`src/rtl/ula_mc.sv`:
```
// ula_mc: multi-cycle ALU with a one-request handshake.
// Single-cycle ops complete with latency 1. MULU (shift-add) and DIVU
// (restoring) run one bit per cycle for WIDTH cycles. The result is held
// until the consumer takes it.
module ula_mc #(
  parameter int unsigned WIDTH = 32
) (
  input  logic             clk,
  input  logic             rst_n,
  input  logic             in_valid,
  output logic             in_ready,
  input  logic [WIDTH-1:0] in1,
  input  logic [WIDTH-1:0] in2,
  input  logic [3:0]       op,
  output logic             out_valid,
  input  logic             out_ready,
  output logic [WIDTH-1:0] result,
  output logic [WIDTH-1:0] result_hi,
  output logic             zero_flag,
  output logic             dz_flag
);

  localparam int unsigned SW = $clog2(WIDTH);
  localparam int unsigned CW = SW + 1;
  localparam logic [CW-1:0] CNT_LAST = CW'(WIDTH - 1);

  localparam logic [3:0] OP_AND  = 4'b0000;
  localparam logic [3:0] OP_OR   = 4'b0001;
  localparam logic [3:0] OP_ADD  = 4'b0010;
  localparam logic [3:0] OP_XOR  = 4'b0011;
  localparam logic [3:0] OP_SLT  = 4'b0100;
  localparam logic [3:0] OP_SUB  = 4'b0110;
  localparam logic [3:0] OP_SLTU = 4'b0111;
  localparam logic [3:0] OP_SLL  = 4'b1000;
  localparam logic [3:0] OP_SRL  = 4'b1001;
  localparam logic [3:0] OP_SRA  = 4'b1010;
  localparam logic [3:0] OP_NOR  = 4'b1100;
  localparam logic [3:0] OP_MULU = 4'b1101;
  localparam logic [3:0] OP_DIVU = 4'b1110;

  typedef enum logic [1:0] {IDLE, CALC, DONE} state_t;

  state_t           state, state_nx;
  logic [3:0]       op_q;
  logic [WIDTH-1:0] b_q;
  logic [WIDTH-1:0] acc_hi, acc_lo;
  logic [CW-1:0]    cnt;

  logic             accept, is_long, last_step;
  logic [SW-1:0]    shamt;
  logic [WIDTH-1:0] alu_res, alu_hi;
  logic             alu_dz;
  logic [WIDTH:0]   mul_sum, div_sh, div_diff;
  logic [WIDTH-1:0] step_hi, step_lo;

  assign in_ready  = (state == IDLE);
  assign out_valid = (state == DONE);
  assign accept    = in_valid && in_ready;
  assign is_long   = (op == OP_MULU) || ((op == OP_DIVU) && (in2 != '0));
  assign last_step = (cnt == CNT_LAST);
  assign shamt     = in1[SW-1:0];

  // Single-cycle results, including the DIVU-by-zero shortcut
  always_comb begin
    alu_res = '0;
    alu_hi  = '0;
    alu_dz  = 1'b0;
    case (op)
      OP_AND:  alu_res = in1 & in2;
      OP_OR:   alu_res = in1 | in2;
      OP_ADD:  alu_res = in1 + in2;
      OP_XOR:  alu_res = in1 ^ in2;
      OP_SUB:  alu_res = in1 - in2;
      OP_SLTU: alu_res = {{(WIDTH-1){1'b0}}, (in1 < in2)};
      OP_SLT:  alu_res = {{(WIDTH-1){1'b0}}, ($signed(in1) < $signed(in2))};
      OP_SLL:  alu_res = in2 << shamt;
      OP_SRL:  alu_res = in2 >> shamt;
      OP_SRA:  alu_res = $unsigned($signed(in2) >>> shamt);
      OP_NOR:  alu_res = ~(in1 | in2);
      OP_DIVU: begin
        alu_res = '1;
        alu_hi  = in1;
        alu_dz  = 1'b1;
      end
      default: alu_res = '0;
    endcase
  end

  // One iteration of shift-add multiply or restoring divide.
  // Multiply: acc_lo holds the multiplier, shifting out LSB-first while the
  // product grows into {acc_hi, acc_lo}. Divide: acc_lo holds the dividend,
  // shifting out MSB-first and receiving quotient bits; acc_hi is the remainder.
  always_comb begin
    mul_sum  = {1'b0, acc_hi} + (acc_lo[0] ? {1'b0, b_q} : '0);
    div_sh   = {acc_hi, acc_lo[WIDTH-1]};
    div_diff = div_sh - {1'b0, b_q};
    step_hi  = '0;
    step_lo  = '0;
    if (op_q == OP_MULU) begin
      step_hi = mul_sum[WIDTH:1];
      step_lo = {mul_sum[0], acc_lo[WIDTH-1:1]};
    end else if (!div_diff[WIDTH]) begin
      step_hi = div_diff[WIDTH-1:0];
      step_lo = {acc_lo[WIDTH-2:0], 1'b1};
    end else begin
      step_hi = div_sh[WIDTH-1:0];
      step_lo = {acc_lo[WIDTH-2:0], 1'b0};
    end
  end

  // State register
  always_ff @(posedge clk or negedge rst_n) begin
    if (!rst_n) state <= IDLE;
    else        state <= state_nx;
  end

  // Next-state logic
  always_comb begin
    state_nx = state;
    case (state)
      IDLE: if (accept) state_nx = is_long ? CALC : DONE;
      CALC: if (last_step) state_nx = DONE;
      DONE: if (out_ready) state_nx = IDLE;
      default: state_nx = IDLE;
    endcase
  end

  // Operand capture, iteration datapath and result registers
  always_ff @(posedge clk or negedge rst_n) begin
    if (!rst_n) begin
      op_q      <= '0;
      b_q       <= '0;
      acc_hi    <= '0;
      acc_lo    <= '0;
      cnt       <= '0;
      result    <= '0;
      result_hi <= '0;
      zero_flag <= 1'b1;
      dz_flag   <= 1'b0;
    end else if (accept) begin
      op_q   <= op;
      b_q    <= in2;
      acc_hi <= '0;
      acc_lo <= in1;
      cnt    <= '0;
      if (is_long) begin
        dz_flag <= 1'b0;
      end else begin
        result    <= alu_res;
        result_hi <= alu_hi;
        zero_flag <= (alu_res == '0);
        dz_flag   <= alu_dz;
      end
    end else if (state == CALC) begin
      acc_hi <= step_hi;
      acc_lo <= step_lo;
      cnt    <= cnt + CW'(1);
      if (last_step) begin
        result    <= step_lo;
        result_hi <= step_hi;
        zero_flag <= (step_lo == '0);
      end
    end
  end

endmodule

```
`config.mk`:
```
export PLATFORM = sky130hd
export DESIGN_NAME = ula_mc
export DESIGN_NICKNAME = d
export VERILOG_FILES = /design/src/rtl/ula_mc.sv
export SDC_FILE = /design/constraint.sdc
export NUM_CORES = 1
export LEC_CHECK = 0
export BUFFER_PORTS_ARGS = -buffer_cell sky130_fd_sc_hd__buf_2
export CORE_ASPECT_RATIO = 1.25
export CORE_MARGIN = 3
export CORE_UTILIZATION = 25
export DETAILED_ROUTE_END_ITERATION = 8
export GPL_TIMING_DRIVEN = 0
export PLACE_DENSITY_LB_ADDON = 0.3
export SYNTH_ARGS = -nofsm -noshare
export SYNTH_HDL_FRONTEND = slang
export SYNTH_SLANG_ARGS = --single-unit
```
`constraint.sdc`:
```
create_clock -name clk -period 4.1 [get_ports clk]
set_clock_uncertainty 0.15 [all_clocks]
set_input_delay 0.615 -clock clk [delete_from_list [all_inputs] [get_ports clk]]
set_output_delay 0.615 -clock clk [all_outputs]
set_load 0.01 [all_outputs]
```
# After elaboration in Yosys (flattened, before gate mapping)
# Index checks and enable logic that the tools add are counted.
# Widths: inputs -> output; s select.
classes:
  add_sub_neg: 5
  order_cmp: 2
  eq_ne: 20
  shift: 3
  mux: 32
  bitwise_logic: 4
  reduce_logical: 12
ops:
  columns: ["op", "count"]
  rows:
  - ["$mux 32", 17]
  - ["$pmux 32 s12", 1]
  - ["$logic_not 32->1", 2]
  - ["$lt 32x32->1", 2]
  - ["$add 32x32->33", 1]
  - ["$sub 33x32->33", 1]
  - ["$add 32x32->32", 1]
  - ["$and 32x32->32", 1]
  - ["$not 32->32", 1]
  - ["$or 32x32->32", 1]
  - ["$reduce_bool 32->1", 1]
  - ["$shl 32x5->32", 1]
  - ["$shr 32x5->32", 1]
  - ["$sshr 32x5->32", 1]
  - ["$sub 32x32->32", 1]
  - ["$xor 32x32->32", 1]
  - ["$eq 4x4->1 const B", 7]
  - ["$eq 4x3->1 const B", 3]
  - ["$mux 6", 2]
  - ["$eq 4x2->1 const B", 2]
  - ["$mux 2", 4]
  - ["$mux 1", 7]
  - ["$add 6x1->6 const B", 1]
  - ["$eq 6x5->1 const B", 1]
  - ["12 further kinds", 17]
word_totals:
  register_bits: 174
  inputBits: 72
  out_inout_bits: 68
  wordCells: 88

# Logic depth before layout (Yosys ltp)
logic_depth:
  ltp_word: 7
  mapped_depth: 19
  mapped_depth_nobuf: 16

# Worst setup path before layout
# Ideal clock, no wire load.
synth_timing:
  path_type: "input to register"
  start: "in in1[2]"
  end: "reg zero_flag"
  setup_time_ps: 86
  arrival_time_ps: 4866
  required_time_ps: 3864
  path_slack_ps: -1002
  stages: 19
  n_path_buf: 5
  path_cell_list: "buf_2 buf_2 clkinv_1 buf_1 buf_1 buf_1 ha_1 nand2b_1 a211oi_1 o2111a_1 nor4_2 a221o_1 a21o_1 or4b_1 nor3_1 nand4_1 nor4_2 nand4_1 o31ai_2"
synth_via:
  elab_chain_cells: 6
  elab_cells_between_ends: 15
  classes_between: "add/sub (2); order compare (2); shift (3); mux (3); bitwise (4); reduce/logical (1)"
synth_lines:
  columns: ["element", "line_no", "source"]
  rows:
  - ["start, declared", "12", "input logic [WIDTH-1:0] in1,"]
  - ["branches (longest 2 deep; another with $sub 32x32->32)", null, null]
  - ["$pmux 32 s12 *", "68", "case (op)"]
  - ["$logic_not 32->1 *", "151", "zero_flag <= (alu_res == '0);"]
  - ["$mux 1 *", "146", "if (is_long) begin"]
  - ["$mux 1 *", "140", "end else if (accept) begin"]
  - ["end signal, assigned", "151", null]
  - ["end signal, assigned", "161", "zero_flag <= (step_lo == '0);"]
  - ["end, declared", "19", "output logic zero_flag,"]
# Mark *: on every way between the ends. The select of a mux whose other input is x is not followed.
# A chain may end at the register's enable or synchronous reset.

# Worst setup path in the final report
# Ends and elaborated chain as after synthesis.

==> metrics <==
status=finished, violations left; failing checks=setup timing; Sw Ratio=0.499; Die X=274 um; post-route setup slack=-561 ps; top cells by count, synth=nand2_1, o21ai_0, nor2_1; Critical Path End Type=flip-flop; WL/cell=33.7 um; Clk Tree Root Cell=clkbuf_16; Fillers=9591; sequential share of power=0.250; Util after Layout=0.322; DRC Markers=0; GR Util All Layers=0.308; drt pass-1 iters=8; post-synth top area share=0.192; post-synthesis sequential area ratio=0.194; Area Growth Syn to Fin=27.0%; Die Area=0.0937 mm^2; via count=27000; WL final=149000 um; pwr dens=390 mW/mm^2; Int Pwr=5.58 mW; final count of hold timing violations=0; Fin Hold WS=276 ps; Max FO, Critical Path=10; dpl ws=-2560 ps; area leader, netlist=dfrtp_1; final setup TNS=-720 ps; Worst Max-Slew Pin Slew=1010 ps; core region area=0.0888 mm^2; grt ovf=0; syn_area_per_cell=7.64 um^2; CTS H-tree depth=4; Die H=341 um; synth top area cells=dfrtp_1, ha_1, mux4_2; dpl hpwl=117000 um; layout cell share with drive strength beyond 1=0.237; Finished Cell Area=0.0286 mm^2; maxcap violations=0; post-route minimum period=4660 ps; fin crit share=1.14; vias in the first global route=26200; DRT iter0 DRCs=3188; Final #Nets=3455; total of warnings raised by yosys=0; Post-DP Area=0.0250 mm^2; post-synthesis sequential element count=174; min-delay worst type=primary input to flip-flop; Crit Path Class=primary input to flip-flop; Placed Instances=4270; Max Fclk=0.215 GHz; Synth Net Count=3187; Distinct cells, synth=94; most frequent cell after synthesis=nand2_1; num rows=122; Post-synth EDFFs=0; RSZ-0062 raised after global routing=yes; first-pass GRT wire length=205000 um; clk slew on worst S/H paths=80 ps; ys flop type=dfrtp_1; Lkg Pwr=12.0 nW; Worst Path Arrival=4900 ps; Syn Inst Count=2947; Peak VDD IR=0.307 mV; Vias/cell=6.13; max-slew violation count=0; critical path launch point type=primary input; CTS tree=done; Max clock buf depth=2; latest clock arrival within the worst-skew pair=470 ps; largest net degree at the start of global routing=105; initial antenna violation count=16; Comb power frac=0.597; Rel. slew slack=0.327; overall power=11.1 mW; CTS sink count=174; Antenna Nets Post-Route=0; synthesized area=0.0225 mm^2; I/O pin cnt=140; switching power=5.57 mW; asr flop ratio synth=1.00; Layout Cells excl Fill=4413; IO buf count=137; final setup fails=7; routability congestion estimate from global placement=1.04; Clock power frac=0.153; critical path required time=4340 ps; CTS Buf Count=17; Starting Density=0.253
[what timing repair did]
| item | CTS | global route |
|---|---|---|
| setup buffers | 74 | 37 |
| gates cloned | 1 | 1 |
| hold endpoints to repair | 7 | 0 |
| gates resized for setup | 397 | 177 |
| endpoints found under the setup margin | 99 | 67 |
| pin swaps | 54 | 68 |
| hold buffers | 1 | 0 |
[final timing paths]
kind	startpoint	end	slack [ps]	cells past startpoint
min	out_ready	state[1]	280	3
min reg2reg	cnt[5]	cnt[5]	330	1
max reg2reg	acc_lo[0]	result_hi[23]	-80	17
max in group asynchronous	rst_n	b_q[0]	2280	3
max	in1[2]	zero_flag	-560	15
min in group asynchronous	rst_n	result_hi[10]	560	2
[kinds of logic after synthesis]
kind of cell	Yosys count	synth area share
AO/OA/AOI/OAI	994	0.288
XOR/XNOR	61	0.0237
adder cells (fa/ha/maj)	168	0.0947
buffers and inverters	394	0.0730
flip-flops	174	0.194
multiplexers	201	0.128
AND/OR/NAND/NOR	955	0.199
[worst max-delay path, stage by stage]
cell,delay (ps)
buf_8,70
buf_6,110
buf_12,120
buf_2,370
mux2i_2,520
a221oi_1,300
a31oi_1,500
o211ai_1,300
a211o_1,390
or4b_4,570
nor4_2,230
nand4_1,140
nor4_2,260
nand4_1,190
o31ai_2,210
[registers in the layout (all words and copies together), names as in the netlist]
signal and flops:
acc_lo 32, cnt 6, zero_flag 1, result 32, b_q 32, state 2, acc_hi 32, op_q 4
dz_flag 1, result_hi 32
[placed cells by master, fill, tap and decap left out, types with 30 or more instances in the layout]
cell / netlist / routed
nand2_1: 318 / 314
nor2_1: 255 / 247
o21ai_0: 262 / 216
a21oi_1: 213 / 194
dfrtp_1: 173 / 171
buf_2: 39 / 146
ha_1: 164 / 144
inv_1: 149 / 139
buf_4: 10 / 125
mux2i_1: 99 / 89
clkbuf_1: 156 / 85
nand3_1: 82 / 79
o211ai_1: 77 / 77
mux4_2: 61 / 61
a21o_1: 50 / 49
nor3_1: 59 / 47
and2_1: 49 / 46
a31oi_1: 46 / 38
mux2_2: 36 / 33
o21ai_1: 2 / 31
a211oi_1: 49 / 31
xnor2_1: 33 / 30
[final cells by class]
cell class                      count  area, um^2  area share
Timing Repair Buffer              258        1820      0.0637
Inverter                          151         607      0.0212
Sequential cell                   174        4360       0.152
Tap cell                         1178        1470      0.0516
Multi-Input combinational cell   2379       18000       0.630
Clock buffer                       17         425      0.0149
Buffer                            234        1720      0.0603
Antenna cell                        7        17.5    0.000613
Clock inverter                     15         163     0.00569
[power groups by stage]
| stage | Sequential (mW) | Clock [mW] | Combinational [mW] |
|---|---|---|---|
| after floorplan | 2.81 | 0 | 3.40 |
| after global placement | 2.81 | 0 | 5.77 |
| after detailed placement | 2.82 | 0 | 5.76 |
| after CTS | 2.78 | 1.72 | 6.26 |
| after global routing | 2.85 | 1.79 | 7.05 |
| final | 2.79 | 1.71 | 6.65 |
[layer usage]
| layer | track usage | vias up | wire, um |
|---|---|---|---|
| met5 | 0 | - | 59 |
| met1 | 0.380 | 13400 | 56700 |
| met2 | 0.492 | 1737 | 66700 |
| met3 | 0.0590 | 499 | 13200 |
| li1 | - | 11400 | - |
| met4 | 0.196 | 8 | 12200 |
(Power assumes the default switching activity.)
